==> config.mk <==
export PLATFORM = sky130hd
export DESIGN_NAME = dmem_sram_bridge
export DESIGN_NICKNAME = d
export VERILOG_FILES = /design/src/rtl/dmem_sram_bridge.sv
export SDC_FILE = /design/constraint.sdc
export NUM_CORES = 1
export LEC_CHECK = 0
export ABC_CLOCK_PERIOD_IN_PS = 6340
export BUFFER_PORTS_ARGS = -buffer_cell sky130_fd_sc_hd__buf_4
export CAP_MARGIN = 0
export CORE_MARGIN = 2
export CORE_UTILIZATION = 54
export DETAILED_ROUTE_END_ITERATION = 7
export PLACE_DENSITY_LB_ADDON = 0.12
export SYNTH_ARGS = -nofsm -noshare
export SYNTH_HDL_FRONTEND = slang
export SYNTH_SLANG_ARGS = --single-unit
export TNS_END_PERCENT = 30
==> constraint.sdc <==
create_clock -name clk -period 6.34 [get_ports clk]
set_input_delay 1.268 -clock clk [delete_from_list [all_inputs] [get_ports clk]]
set_output_delay 1.268 -clock clk [all_outputs]
set_load 0.01 [all_outputs]
==> src/rtl/dmem_sram_bridge.sv <==
// dmem_sram_bridge: turns each core data-memory request into one single-port
// synchronous SRAM access with byte-lane steering, a grant handshake and a
// fixed read latency. Illegal requests are answered with an error and never
// reach the SRAM. Exactly one response is returned per request.
module dmem_sram_bridge #(
    parameter int unsigned AW     = 14,
    parameter logic [31:0] BASE   = 32'h0001_0000,
    parameter int unsigned RD_LAT = 1
) (
    input  logic          clk,
    input  logic          rst,
    input  logic          dmem_req,
    input  logic          dmem_cmd,
    input  logic [1:0]    dmem_width,
    input  logic [31:0]   dmem_addr,
    input  logic [31:0]   dmem_wdata,
    output logic [31:0]   dmem_rdata,
    output logic          dmem_resp,
    output logic          dmem_err,
    output logic          sram_en,
    output logic          sram_we,
    output logic [3:0]    sram_be,
    output logic [AW-1:0] sram_addr,
    output logic [31:0]   sram_wdata,
    input  logic          sram_gnt,
    input  logic [31:0]   sram_rdata
);

    // Counter only has to reach RD_LAT-1, and RD_LAT never exceeds 4.
    localparam int unsigned CNT_W = 2;

    typedef enum logic [1:0] {
        IDLE,
        ISSUE,
        WAIT,
        RESP
    } state_t;

    state_t             state;
    logic               cmd_q;
    logic [1:0]         width_q;
    logic [1:0]         off_q;
    logic [CNT_W-1:0]   cnt;

    logic [31:0]        idx;
    logic [1:0]         off;
    logic               misaligned;
    logic               out_of_range;
    logic               illegal;
    logic [3:0]         be_c;
    logic [31:0]        steer_c;
    logic [31:0]        shifted_c;
    logic [31:0]        rdata_c;

    // Byte offset into the SRAM window; wraps for addresses below BASE.
    assign idx          = dmem_addr - BASE;
    assign off          = dmem_addr[1:0];
    assign out_of_range = (idx >> (AW + 2)) != 32'd0;
    assign illegal      = misaligned | out_of_range;

    // Alignment rule per access width; width 3 is never legal.
    always_comb begin
        misaligned = 1'b1;
        case (dmem_width)
            2'd0:    misaligned = 1'b0;
            2'd1:    misaligned = off[0];
            2'd2:    misaligned = (off != 2'd0);
            default: misaligned = 1'b1;
        endcase
    end

    // Byte enables and replicated write data for the incoming request.
    always_comb begin
        be_c    = 4'hF;
        steer_c = dmem_wdata;
        if (dmem_cmd) begin
            case (dmem_width)
                2'd0: begin
                    be_c    = 4'b0001 << off;
                    steer_c = {4{dmem_wdata[7:0]}};
                end
                2'd1: begin
                    be_c    = 4'b0011 << off;
                    steer_c = {2{dmem_wdata[15:0]}};
                end
                default: begin
                    be_c    = 4'hF;
                    steer_c = dmem_wdata;
                end
            endcase
        end
    end

    // Right-align the addressed lanes of the SRAM word and zero-extend.
    always_comb begin
        shifted_c = sram_rdata >> {off_q, 3'b000};
        case (width_q)
            2'd0:    rdata_c = {24'd0, shifted_c[7:0]};
            2'd1:    rdata_c = {16'd0, shifted_c[15:0]};
            default: rdata_c = shifted_c;
        endcase
    end

    // Request sequencing with registered core-side and SRAM-side outputs.
    always_ff @(posedge clk or negedge rst) begin
        if (!rst) begin
            state      <= IDLE;
            cmd_q      <= 1'b0;
            width_q    <= 2'd0;
            off_q      <= 2'd0;
            cnt        <= '0;
            dmem_rdata <= 32'd0;
            dmem_resp  <= 1'b0;
            dmem_err   <= 1'b0;
            sram_en    <= 1'b0;
            sram_we    <= 1'b0;
            sram_be    <= 4'd0;
            sram_addr  <= '0;
            sram_wdata <= 32'd0;
        end else begin
            dmem_resp <= 1'b0;
            case (state)
                IDLE: begin
                    if (dmem_req) begin
                        cmd_q   <= dmem_cmd;
                        width_q <= dmem_width;
                        off_q   <= off;
                        if (illegal) begin
                            state     <= RESP;
                            dmem_resp <= 1'b1;
                            dmem_err  <= 1'b1;
                        end else begin
                            state      <= ISSUE;
                            sram_en    <= 1'b1;
                            sram_we    <= dmem_cmd;
                            sram_be    <= be_c;
                            sram_addr  <= idx[AW+1:2];
                            sram_wdata <= steer_c;
                        end
                    end
                end
                ISSUE: begin
                    // Hold the access on the SRAM port until it is granted.
                    if (sram_gnt) begin
                        sram_en    <= 1'b0;
                        sram_we    <= 1'b0;
                        sram_be    <= 4'd0;
                        sram_addr  <= '0;
                        sram_wdata <= 32'd0;
                        if (cmd_q) begin
                            state     <= RESP;
                            dmem_resp <= 1'b1;
                        end else begin
                            state <= WAIT;
                            cnt   <= CNT_W'(RD_LAT - 1);
                        end
                    end
                end
                WAIT: begin
                    if (cnt == '0) begin
                        dmem_rdata <= rdata_c;
                        dmem_resp  <= 1'b1;
                        state      <= RESP;
                    end else begin
                        cnt <= cnt - 1'b1;
                    end
                end
                RESP: begin
                    dmem_err <= 1'b0;
                    state    <= IDLE;
                end
                default: state <= IDLE;
            endcase
        end
    end

endmodule
; ---- Word level (Yosys, flattened, before mapping)
; Cells that the tools add are included.
[classes]
addsub = 2
bitwise = 1
n_reduce_logical = 15
n_eq_ne = 13
n_mux = 44
shift = 3
[ops]
columns = cell, count
row1 = 32-bit case mux with 2 select lines, 3
row2 = 32-bit 2-to-1 mux, 4
row3 = 14-bit 2-to-1 mux, 3
row4 = 32-bit nonzero test, 1
row5 = 32-bit by 5-bit >> shifter with 32-bit output, 1
row6 = "32-bit by 17-bit subtractor with 32-bit output, second input constant", 1
row7 = 14-bit case mux with 2 select lines, 1
row8 = 4-bit 2-to-1 mux, 4
row9 = 4-bit case mux with 2 select lines, 2
row10 = 2-bit 2-to-1 mux, 7
row11 = "2-bit != test, second input constant", 7
row12 = 1-bit 2-to-1 mux, 13
row13 = 2-bit zero test, 4
row14 = 2-bit case mux with 4 select lines, 1
row15 = 4-bit AND reduction, 2
row16 = 2-bit nonzero test, 4
row17 = "2-bit by 1-bit == test with 1-bit output, second input constant", 3
row18 = "2-bit == test, second input constant", 3
row19 = 1-bit case mux with 2 select lines, 3
row20 = 1-bit case mux with 3 select lines, 2
row21 = 3-bit AND reduction, 2
row22 = 2-bit case mux with 2 select lines, 1
row23 = 2-bit AND reduction, 2
row24 = "1-bit by 2-bit left shift with 4-bit output, first input constant", 1
row25 = other kinds (3), 3
[totals]
word_cells = 91
ff_bits = 95

; ---- Depth between registers and ports, before layout
[depth]
ltp_word = 6
ltp_mapped = 9
ltp_nobuf = 6

; ---- Worst setup path before layout
; OpenSTA, ideal clock, no wires.
[synth_timing]
kind = input port to flip-flop
from = input port dmem_addr[18]
to = register sram_addr[10]
path_stages = 6
path_slack_ns = 3.671
arrival_time_ns = 2.543
setup_ns = 0.126
required_ns = 6.214
n_path_buf = 2
path_cell_list = nor4b_4 > nand3_2 > or2_1 > buf_6 > buf_6 > a221o_1
[synth_between]
elab_chain_cells = 5
[synth_lines]
columns = element, line_no
row1 = from (decl), 15  ; input logic [31:0] dmem_addr,
row2 = 32-bit by 17-bit subtractor with 32-bit output, 56  ; assign idx = dmem_addr - BASE;
row3 = 32-bit nonzero test, 58  ; assign out_of_range = (idx >> (AW + 2)) != 32'd0;
row4 = 1-bit OR, 59  ; assign illegal = misaligned | out_of_range;
row5 = 2-bit != test (no source line), n/a
row6 = 4-bit AND reduction (no source line), n/a
row7 = to (signal assigned), 137  ; sram_addr <= idx[AW+1:2];
row8 = to (decl), 23  ; output logic [AW-1:0] sram_addr,
; Every way passes these cells.
; A chain may end at the register's enable or synchronous reset.

; ---- Worst setup path after layout
[layout_timing]
from = input port dmem_addr[18]
to = register sram_addr[3]
; Same word-level chain as after synthesis.

==> results by group <==
Timing
  – Clock Skews: 7.82 ps
  – # setup viols final: 0
  – Hold Violations, Final: 0
  – Slew @ Worst Pin: 1200 ps
  – Peak Freq: 0.278 GHz
  – Fin Setup TNS: 0 ps
  – RSZ-0062 raised after global routing: no
  – Minimum clock period: 3600 ps
  – Slew margin rel.: 19.7%
  – Final hold slack: 488 ps
  – Slew Limit Fails: 0
  – Period utilisation layout: 56.7%

Logic synthesis
  – Cell count after synthesis: between 500 and 600
  – Mean Syn Cell Area: slightly below 10 sq um
  – Ys async rst share: 100%
  – Cell Area, Synth: 5290 sq um
  – Post-synth EDFFs: 0
  – Count of different cell masters after synthesis: between 40 and 50
  – Syn Nets: 652
  – Ys flop type: dfrtp_1
  – Post-synthesis sequential area ratio: 45.0%
  – Yosys warns: 0
  – Synth Register Bits: between 90 and 100

Pwr
  – Pwr per Cell Area: 327 nW/um^2
  – P_leak: between 3 and 4 nW
  – Peak supply drop: 0.184 mV

Layout
  – Nets: 810
  – Number of diodes: 0
  – Final Cell Area: 6950 sq um
  – Most frequent cells in the layout: buf_4 (192), dfrtp_1 (95), nand2_1 (56), nor2b_1 (51), inv_1 (44)
  – Area delta synth->final: 31.5%
  – Post-layout util: between 70% and 80%
  – Final Non-Filler Cells: 839
  – Layout cell share with drive strength beyond 1: 32.7%
  – Commonest non-fill, non-tap cell in the layout: buf_4

Detailed routing
  – Via count of the routed design: 4877
  – Post-DRT Antenna Nets: 0
  – Drt pass-1 iters: 4
  – 1st-iter DRT viols: 230
  – Vias/cell: 5.81
  – Avg WL per Cell: approximately 17 um
  – Overall routed net length: ~14000 um
  – # DRC: 0

Clock network
  – Clk slew on worst S/H paths: 90 ps
  – Htree depth: 3
  – Clk_lat worst skew: 360 ps
  – # clock sinks: 95
  – Post-CTS Resized: 0
  – Clock Tree Buf Depth: 2
  – CTS buffer count: 9
  – # hold bufs at CTS: 0
  – Clock tree root driver cell: clkbuf_8
  – Post-CTS Setup Inserts: 0
  – TritonCTS clock tree: done

Placed design
  – Post-Place Cells: 823
  – Port-buffer cells: 188
  – Gpl congestion: 0.881
  – Dpl hpwl: 10200 um
  – Dpl cell area: 6700 sq um

Global route
  – Largest net degree at the start of global routing: 89
  – Antenna violations before repair: 0
  – First-pass GRT wire length: about 23000 um
  – GRT Util Overall: a little over a quarter
  – Vias in the first global route: around 4.6k
  – Total congestion overflow: 0

Floorplan
  – Die X: 103 um
  – FP Rows: 36
  – Die area: around 11000 sq um
  – Initial Utilization: 54.8%
  – Die Span Y: 103 um
  – Core area: 9640 sq um
  – # IOs: between 150 and 200

Min path
  – Hold Path Cell Cnt: 2
  – Hold_sp: dmem_rdata[11]
  – Hold Crit Class: reg -> reg
  – Worst Hold End: dmem_rdata[11]

Job
  – Max Cap Viol: 0

Critical path
  – Setup crit start kind: input port
  – Reg2reg end: sram_addr[3]
  – R2R Setup Slk: about 3000 ps
  – Reg2Reg Depth: 7
  – Critical path class: in -> reg
  – Critical R2R Launch: state[1]
  – Critical Path Start: dmem_addr[18]
  – Crit end category: flip-flop
  – CP required: between 6000 and 7000 ps
  – Worst Path Max Fanout: 44
  – CP Data Arrival Time: 3840 ps

Status
  – Status: complete, no violations
==> per-stage QoR <==
step                      setup WS [ps]  total power [mW]
final                              2740              2.27
after global routing               2600              2.42
after CTS                          2770              2.28
after detailed placement           2360              1.80
after global placement             2500              1.76
after floorplan                    3670              1.43
==> power by group <==
group          leakage (nW)  switching (mW)  internal (mW)  total [mW]
logic                  1.98           0.505          0.405       0.909
clock network         0.122           0.211          0.271       0.483
registers              1.28           0.140          0.739       0.879
total                  3.38           0.856           1.41        2.27
==> cell families (layout without fill, tap and decap cells) <==
| logic type | Yosys count | count (layout) | share of synthesized area (%) |
|---|---|---|---|
| AO/OA/AOI/OAI | 136 | 136 | 19.7 |
| adder cells (fa/ha/maj) | 6 | 6 | 1.42 |
| flip-flops | 95 | 95 | 45.0 |
| multiplexers | 46 | 46 | 9.19 |
| buffers and inverters | 89 | 252 | 7.27 |
| AND/OR/NAND/NOR | 171 | 171 | 17.4 |
==> area by class of cell <==
cell class	instances	area, sq um
Fill cell	783	2690
Multi-Input combinational cell	359	2550
Sequential cell	95	2380
Timing Repair Buffer	192	1440
Tap cell	133	166
Inverter	44	165
Clock buffer	10	138
Clock inverter	6	108
==> worst max path at each step <==
stage | depth (start not counted) | slack [ps] | to
floorplan | 6 | 3670 | sram_addr[10]
global placement | 6 | 2500 | sram_addr[1]
detailed placement | 6 | 2360 | sram_wdata[26]
CTS | 6 | 2770 | sram_addr[3]
global route | 6 | 2600 | sram_wdata[5]
finish | 6 | 2740 | sram_addr[3]
==> per-layer routing <==
metal / wire, um / track usage (%) / part of all wire [%]
met4: 293 / 10.6 / 2.0
met2: 7210 / 46.0 / 50
met3: 980 / 4.07 / 6.8
met1: 6010 / 35.6 / 41
met5: 0 / 0 / 0
==> worst max-delay path, stage by stage <==
cell and delay [ps]:
buf_4 120, nor4b_4 360, nand3_2 720, or2_1 680, buf_4 330, a221o_1 360
==> cell usage after synthesis, types with 4 or more instances <==
library cell | count | area, sq um
a2111oi_0 | 17 | 149
a211oi_1 | 8 | 60.1
a21oi_1 | 19 | 95.1
a221o_1 | 40 | 400
a22o_1 | 8 | 70.1
buf_2 | 10 | 50.1
buf_6 | 5 | 56.3
clkbuf_1 | 27 | 101
dfrtp_1 | 95 | 2380
ha_1 | 6 | 75.1
inv_1 | 44 | 165
mux2_1 | 4 | 45.0
mux2_2 | 16 | 180
mux2i_1 | 26 | 260
nand2_1 | 56 | 210
nor2_1 | 17 | 63.8
nor2b_1 | 51 | 319
nor4_1 | 26 | 163
o21ai_0 | 19 | 95.1
o22ai_1 | 11 | 68.8
==> state kept, by name, indices dropped and copies added (netlist names) <==
name        flops
cnt             2
dmem_rdata     32
dmem_err        1
width_q         2
sram_addr      14
cmd_q           1
sram_be         4
sram_en         1
sram_wdata     32
sram_we         1
state           2
dmem_resp       1
off_q           2
No activity file was read; power rests on OpenSTA's default activity.
